`src/rtl/tri_clip_queue.sv`:
```
// ---------------------------------------------------------------------------
// tri_clip_queue
//
// Triangle front end for the 3D pipeline. Pulls 32-bit words from the AHB
// read buffer and assembles them into triangles. Each triangle is ten words:
// three XYZ vertices, then one color. Each triangle is bounds-checked against
// the viewport under a run-time clip mode. Accepted triangles are queued in a
// DEPTH-entry show-ahead FIFO for the rasterizer. Rejected triangles are
// dropped and counted.
//
// Ports
//   clk                    system clock, rising edge
//   n_rst                  asynchronous active-low reset
//   ahb_buffer[31:0]       word at the head of the AHB read buffer
//   ahb_data_available     ahb_buffer holds a valid word
//   ahb_user_read_buffer   consume ahb_buffer this cycle
//   clip_mode[1:0]         0/3 pass all, 1 drop if all vertices out,
//                          2 drop if any vertex out
//   triangle_read          pop the FIFO head
//   triangle_vertices_out  FIFO head vertices, word (3i+c) at [(3i+c)*32 +: 32]
//   triangle_color_out     FIFO head color
//   triangle_ready         FIFO non-empty
//   fifo_count             entries held
//   drop_count             dropped triangles since reset, saturating
// ---------------------------------------------------------------------------
module tri_clip_queue #(
    parameter int DEPTH    = 4,
    parameter int SCREEN_W = 640,
    parameter int SCREEN_H = 480,
    parameter int Z_MAX    = 65535
) (
    input  logic                       clk,
    input  logic                       n_rst,
    input  logic [31:0]                ahb_buffer,
    input  logic                       ahb_data_available,
    output logic                       ahb_user_read_buffer,
    input  logic [1:0]                 clip_mode,
    input  logic                       triangle_read,
    output logic [287:0]               triangle_vertices_out,
    output logic [31:0]                triangle_color_out,
    output logic                       triangle_ready,
    output logic [$clog2(DEPTH):0]     fifo_count,
    output logic [15:0]                drop_count
);

    localparam int PW = $clog2(DEPTH);
    localparam int CW = PW + 1;

    localparam logic signed [31:0] X_LIM = 32'(SCREEN_W);
    localparam logic signed [31:0] Y_LIM = 32'(SCREEN_H);
    localparam logic signed [31:0] Z_LIM = 32'(Z_MAX);

    typedef enum logic [1:0] {
        COLLECT = 2'd0,
        CHECK   = 2'd1,
        PUSH    = 2'd2
    } state_t;

    state_t         r_state;
    state_t         w_state_next;

    logic [31:0]    r_words [10];
    logic [3:0]     r_idx;

    logic [287:0]   r_fifo_vert  [DEPTH];
    logic [31:0]    r_fifo_color [DEPTH];
    logic [PW-1:0]  r_wr_ptr;
    logic [PW-1:0]  r_rd_ptr;
    logic [CW-1:0]  r_count;
    logic [15:0]    r_drop_count;

    logic           w_take;
    logic           w_drop;
    logic           w_push;
    logic           w_pop;
    logic           w_full;
    logic           w_reject;
    logic [2:0]     w_vert_out;
    logic [287:0]   w_tri_vert;

    // A vertex is out when any coordinate leaves its range. The compares
    // are signed, so negative coordinates count as out.
    always_comb begin
        w_vert_out = '0;
        for (int i = 0; i < 3; i++) begin
            w_vert_out[i] = ($signed(r_words[3*i])   < 0) || ($signed(r_words[3*i])   >= X_LIM) ||
                            ($signed(r_words[3*i+1]) < 0) || ($signed(r_words[3*i+1]) >= Y_LIM) ||
                            ($signed(r_words[3*i+2]) < 0) || ($signed(r_words[3*i+2]) >  Z_LIM);
        end
    end

    always_comb begin
        w_reject = 1'b0;
        case (clip_mode)
            2'd1:    w_reject = &w_vert_out;
            2'd2:    w_reject = |w_vert_out;
            default: w_reject = 1'b0;
        endcase
    end

    always_comb begin
        w_tri_vert = '0;
        for (int k = 0; k < 9; k++) begin
            w_tri_vert[k*32 +: 32] = r_words[k];
        end
    end

    // Full is judged on the registered count, so a pop in the same cycle
    // does not let a stalled triangle in until the next edge.
    assign w_full = (r_count == CW'(DEPTH));
    assign w_pop  = triangle_read && (r_count != '0);

    always_comb begin
        w_state_next = r_state;
        w_take       = 1'b0;
        w_drop       = 1'b0;
        w_push       = 1'b0;
        case (r_state)
            COLLECT: begin
                w_take = ahb_data_available;
                if (w_take && (r_idx == 4'd9)) begin
                    w_state_next = CHECK;
                end
            end
            CHECK: begin
                if (w_reject) begin
                    w_drop       = 1'b1;
                    w_state_next = COLLECT;
                end else begin
                    w_state_next = PUSH;
                end
            end
            PUSH: begin
                if (!w_full) begin
                    w_push       = 1'b1;
                    w_state_next = COLLECT;
                end
            end
            default: w_state_next = COLLECT;
        endcase
    end

    always_ff @(posedge clk or negedge n_rst) begin
        if (!n_rst) begin
            r_state <= COLLECT;
            r_idx   <= '0;
        end else begin
            r_state <= w_state_next;
            if (w_take) begin
                r_idx <= (r_idx == 4'd9) ? 4'd0 : r_idx + 4'd1;
            end
        end
    end

    // Word storage needs no reset: a reset rewinds r_idx, which discards
    // any partial triangle.
    always_ff @(posedge clk) begin
        if (w_take) begin
            r_words[r_idx] <= ahb_buffer;
        end
    end

    always_ff @(posedge clk) begin
        if (w_push) begin
            r_fifo_vert[r_wr_ptr]  <= w_tri_vert;
            r_fifo_color[r_wr_ptr] <= r_words[9];
        end
    end

    // Pointers wrap naturally because DEPTH is a power of two.
    always_ff @(posedge clk or negedge n_rst) begin
        if (!n_rst) begin
            r_wr_ptr     <= '0;
            r_rd_ptr     <= '0;
            r_count      <= '0;
            r_drop_count <= '0;
        end else begin
            if (w_push) begin
                r_wr_ptr <= r_wr_ptr + 1'b1;
            end
            if (w_pop) begin
                r_rd_ptr <= r_rd_ptr + 1'b1;
            end
            case ({w_push, w_pop})
                2'b10:   r_count <= r_count + 1'b1;
                2'b01:   r_count <= r_count - 1'b1;
                default: r_count <= r_count;
            endcase
            if (w_drop && (r_drop_count != 16'hFFFF)) begin
                r_drop_count <= r_drop_count + 16'd1;
            end
        end
    end

    assign ahb_user_read_buffer  = w_take;
    assign triangle_ready        = (r_count != '0);
    assign triangle_vertices_out = triangle_ready ? r_fifo_vert[r_rd_ptr]  : '0;
    assign triangle_color_out    = triangle_ready ? r_fifo_color[r_rd_ptr] : '0;
    assign fifo_count            = r_count;
    assign drop_count            = r_drop_count;

endmodule

```
`config.mk`:
```
export PLATFORM = sky130hd
export DESIGN_NAME = tri_clip_queue
export DESIGN_NICKNAME = d
export VERILOG_FILES = /design/src/rtl/tri_clip_queue.sv
export SDC_FILE = /design/constraint.sdc
export NUM_CORES = 1
export LEC_CHECK = 0
export ABC_CLOCK_PERIOD_IN_PS = 16700
export CORE_ASPECT_RATIO = 0.75
export CORE_MARGIN = 5
export CORE_UTILIZATION = 63
export CTS_CLUSTER_SIZE = 20
export DETAILED_ROUTE_END_ITERATION = 16
export GPL_TIMING_DRIVEN = 0
export PLACE_DENSITY_LB_ADDON = 0.3
export REMOVE_ABC_BUFFERS = 1
export SYNTH_ARGS = -nofsm -noshare
export SYNTH_HDL_FRONTEND = slang
export SYNTH_SLANG_ARGS = --single-unit
```
`constraint.sdc`:
```
create_clock -name clk -period 16.7 [get_ports clk]
set_input_delay 2.505 -clock clk [delete_from_list [all_inputs] [get_ports clk]]
set_output_delay 2.505 -clock clk [all_outputs]
set_load 0.05 [all_outputs]
```
### Word level (Yosys, flattened, before mapping)

Memories as Yosys holds them, arrays and structs flattened.
Cells that the tools add are included.
Widths: inputs -> output; s select.

| cells by class | value |
|---|---|
| $add $sub $neg | 6 |
| equality and inequality tests | 11 |
| order comparisons | 18 |
| reduce and logical (&&, ||, !) cells | 24 |
| multiplexer cells | 18 |

Operator list:

| kind | number |
|---|---|
| $lt 32x1->1 const B | 9 |
| $mux 288 | 1 |
| $ge 32x10->1 const B | 3 |
| $ge 32x11->1 const B | 3 |
| $gt 32x17->1 const B | 3 |
| $mux 32 | 1 |
| $add 16x1->16 const B | 1 |
| $ne 16x16->1 const B | 1 |
| $logic_or 1x1->1 | 15 |
| $mux 1 | 9 |
| $eq 2x1->1 const B | 3 |
| $eq 2x2->1 const B | 3 |
| $mux 2 | 3 |
| $pmux 2 s3 | 1 |
| $pmux 3 s2 | 1 |
| $add 2x1->2 const B | 2 |
| $add 4x1->4 const B | 1 |
| $eq 4x4->1 const B | 1 |
| $mux 4 | 1 |
| $ne 2x2->1 const B | 2 |
| $add 3x1->3 const B | 1 |
| $eq 3x3->1 const B | 1 |
| $logic_and 1x1->1 | 3 |
| $reduce_and 3->1 | 1 |
| other kinds (7) | 7 |

| word-level totals | value |
|---|---|
| memory bits (writable) | 1600 |
| memories | 3 |
| bits in registers | 29 |
| input bits | 38 |
| output and inout port bits | 341 |

Memories:

| name | depth | bits a word | read ports | clocked after memory_dff | wr ports | line | source |
|---|---|---|---|---|---|---|---|
| r_fifo_vert | 4 | 288 | 1 | 0 | 1 | 65 | `logic [287:0] r_fifo_vert [DEPTH];` |
| r_words | 10 | 32 | 10 | 0 | 1 | 62 | `logic [31:0] r_words [10];` |
| r_fifo_color | 4 | 32 | 1 | 0 | 1 | 66 | `logic [31:0] r_fifo_color [DEPTH];` |

### Depth between registers and ports, before layout

| depth | value |
|---|---|
| word-level depth | 11 |
| gate-level depth with buffers | 10 |
| gate-level depth less buffers | 9 |

### Least setup slack after synthesis

OpenSTA, ideal clock, no wires.

| timing | value |
|---|---|
| path type | register -> register |
| start | reg r_count[0], in the netlist fifo_count[0] |
| end | mem r_fifo_color[0][0], enable pin |
| arrival time | 8.447 ns |
| clock period less this slack | 9.169 ns |
| path slack | 7.531 ns |
| stages on the path, launching flop included | 4 |
| library setup time | 0.723 ns |
| cell sequence | dfrtp_1 -> nor2_1 -> a21oi_1 -> and2_1 |

| on the way | value |
|---|---|
| longest elaborated chain between the ends | 5 |

RTL lines:

| item | line | source |
|---|---|---|
| start, declared | 69 | `logic [CW-1:0] r_count;` |
| start signal, assigned | 185 | `2'b10: r_count <= r_count + 1'b1;` |
| start signal, assigned | 186 | `2'b01: r_count <= r_count - 1'b1;` |
| start signal, assigned | 187 | `default: r_count <= r_count;` |
| $eq 3x3->1 | 110 | `assign w_full = (r_count == CW'(DEPTH));` |
| $mux 1 | 134 | `if (!w_full) begin` |
| $mux 1 | 118 | `case (r_state)` |
| $mux 1 | 164 | `if (w_push) begin` |
| $mux 1 (not written as such) | 166 | `r_fifo_color[r_wr_ptr] <= r_words[9];` |
| end, declared | 66 |  |

Every way passes these cells.

### Worst setup path after layout

| timing | value |
|---|---|
| start | in ahb_data_available |
| end | out ahb_user_read_buffer |

| on the way | value |
|---|---|
| longest elaborated chain between the ends | 1 |

RTL lines:

| item | line | source |
|---|---|---|
| start, declared | 35 | `input logic ahb_data_available,` |
| $mux 1 | 118 |  |
| end, declared | 36 | `output logic ahb_user_read_buffer,` |

Every way passes these cells.

==> results.ini <==
[power]
power_mw=13.29
switching_share=0.3630
p_seq_frac=0.367
p_sw_mw=4.826
clock_power_share=0.248
vdd_ir_drop_max_uv=216.3
p_per_area_nw_per_um2=187.4
p_comb_frac=0.385
intPower_mw=8.469
leakage_nw=22.42

[timing]
clock-skew-final_ns=0.02556
tns_ns=0
fin_crit_sh=0.4344
tightest_slew_ns=1.352
rsz0062_at_grt=false
hold_viol=0
layout_setup_ws_ns=9.445
min_period_ns=7.255
finalSetupViolations=0
relSlewSlack=0.09063
fmax_ghz=0.1378
slew_viol_final=0

[clock_network]
clk_pin_slew_worst_paths_ns=0.06
h-tree-depth=4
clkLatencyLatePin_ns=0.73
numCtsBuffers=145
numClockSinks=1629
root_buffer=clkbuf_16
clock_path_buffers=3
cts_tree=done
hold_buffers=0
ctsResizeCount=0
post-cts-setup-buffers=0

[finish]
fin_cells=4415
mostFrequentLayoutCells=edfxtp_1 (1600), clkdlybuf4s50_1 (377), and2_1 (324), mux4_2 (320), clkbuf_16 (150)
drive_gt1_frac=0.1966
layout.nets=3105
fin_util=0.7570
final_common_cell=edfxtp_1
syn_to_final_growth_pct=18.83

[critical_path]
endpoint_kind=primary output
worstSetupPathType=in -> out
crit_fanout=5
arrival_ns=4.75
required_ns=14.20
cp-start-kind=input port

[logic_synthesis]
syn_area_um2=59690
synth_seq_area_share=0.8171
synth_cell_types=41
syn_inst=2574
ys_seq_elements=1629
synth-edff-count=1600
yosys_warnings=0
async_flop_share=0.01780
synthFlopType=edfxtp_1
avgSynthCellArea_um2=23.19

[floorplan]
die_w_um=365.4
start_util=0.6371
die-area_um2=101100
num_rows=97
core-area_um2=93690
fp.dieH_um=276.6
ios=379

[worst_hold_path]
hp-class=reg -> reg

[detailed_routing]
vias=28152
final_antenna_net_count=0
drc=0
wl_mm=137.1
vias_per_cell=6.376
drtPass1Iterations=5
wl_per_cell_um=31.06
drtIter0Drc=3394

[grt]
grt_overflow=0
grt_usage=0.2753
grt_pass1_vias=29056
grt_start_max_net_pins=95
grt_pass1_wl_mm=199.8
antenna_found_initial=5

[place]
place.gp.congestion=0.7701
port_buffers=378
hpwl_mm=79.85
dpl.cell_count=4148
dp_slack_ns=9.587

[outcome]
run_status=finished, final reports clean

[flow_run]
max-cap-violations=0

## layer usage
layer | GRT usage | vias up | part of all wire
met3 | 0.06545 | 182 | 0.093
met4 | 0.06986 | 0 | 0.022
li1 | - | 11554 | -
met1 | 0.3916 | 14937 | 0.38
met5 | 0 | - | 0
met2 | 0.4441 | 1479 | 0.50
## power by group through the flow
stage	Sequential (mW)	Combinational (mW)	Clock, mW
global route	4.89	5.31	3.54
global placement	5.38	5.84	0
floorplan	5.19	3.87	0
finish	4.88	5.12	3.30
CTS	4.88	5.18	3.35
detailed placement	4.96	5.13	0
## kinds of logic (layout without fill, tap and decap cells)
kind of cell / count (synthesis) / after routing / synth area share
other cells: 0 / 4 / 0
compound gates: 15 / 15 / 0.001488
xor+xnor: 22 / 22 / 0.003228
buf+inv: 121 / 721 / 0.008363
fa+ha+maj: 9 / 9 / 0.002012
mux: 322 / 322 / 0.1211
simple gates: 456 / 456 / 0.04674
flops: 1629 / 1629 / 0.8171
## layout make-up
| cell class | count | area [um2] |
|---|---|---|
| Sequential cell | 1629 | 48780 |
| Fill cell | 4771 | 22770 |
| Multi-Input combinational cell | 824 | 10500 |
| Timing Repair Buffer | 449 | 5361 |
| Clock buffer | 176 | 3881 |
| Tap cell | 1237 | 1548 |
| Clock inverter | 87 | 815.8 |
| Inverter | 9 | 33.78 |
| Antenna cell | 4 | 10.01 |
## Yosys cell counts (all sizes together), types with 2 or more instances
master	instances	area [um2]
buf	59	266.5
inv	9	33.78
or4	2	15.01
edfxtp	1600	48050
nor2	14	52.55
mux4	320	7207
dfrtp	29	725.7
nand4	21	131.4
xnor2	17	148.9
clkbuf	53	198.9
nand2b	4	25.02
nand2	17	63.81
a31oi	2	12.51
and2	328	2052
o21ai	8	40.04
nor3	9	50.05
nand3	5	40.04
and3	4	25.02
xor2	5	43.79
ha	8	100.1
nor4	45	281.5
## worst paths after layout
path                                   endpoint  slack (ns)  cells after the start          startpoint
min reg2reg                 r_fifo_color[3][16]        0.50                      0      r_words[9][16]
max                        ahb_user_read_buffer        9.45                      3  ahb_data_available
max reg2reg                       drop_count[1]       12.67                      8      r_words[7][16]
max in group asynchronous           r_rd_ptr[1]       14.41                      1               n_rst
min in group asynchronous        drop_count[13]        1.81                      1               n_rst
min                         r_fifo_color[3][16]        0.50                      0      r_words[9][16]
## through the flow
stage	area, um2	hold slack, ns
final	70930	0.4965
after global routing	70920	0.5088
after CTS	70920	0.4931
after detailed placement	66230	0.4802
after global placement	64560	0.4641
after floorplan	59230	0.4587
## registers in the layout, indices dropped and copies added, names as in the netlist
name and flops:
drop_count 16, fifo_count 3, r_fifo_color 128, r_fifo_vert 1152, r_idx 4, r_rd_ptr 2
r_state 2, r_words 320, r_wr_ptr 2
## critical path: stages
cell,delay [ns]
clkdlybuf4s50_1,0.47
nor3b_1,0.81
clkdlybuf4s50_1,0.96
(Power assumes the default switching activity.)
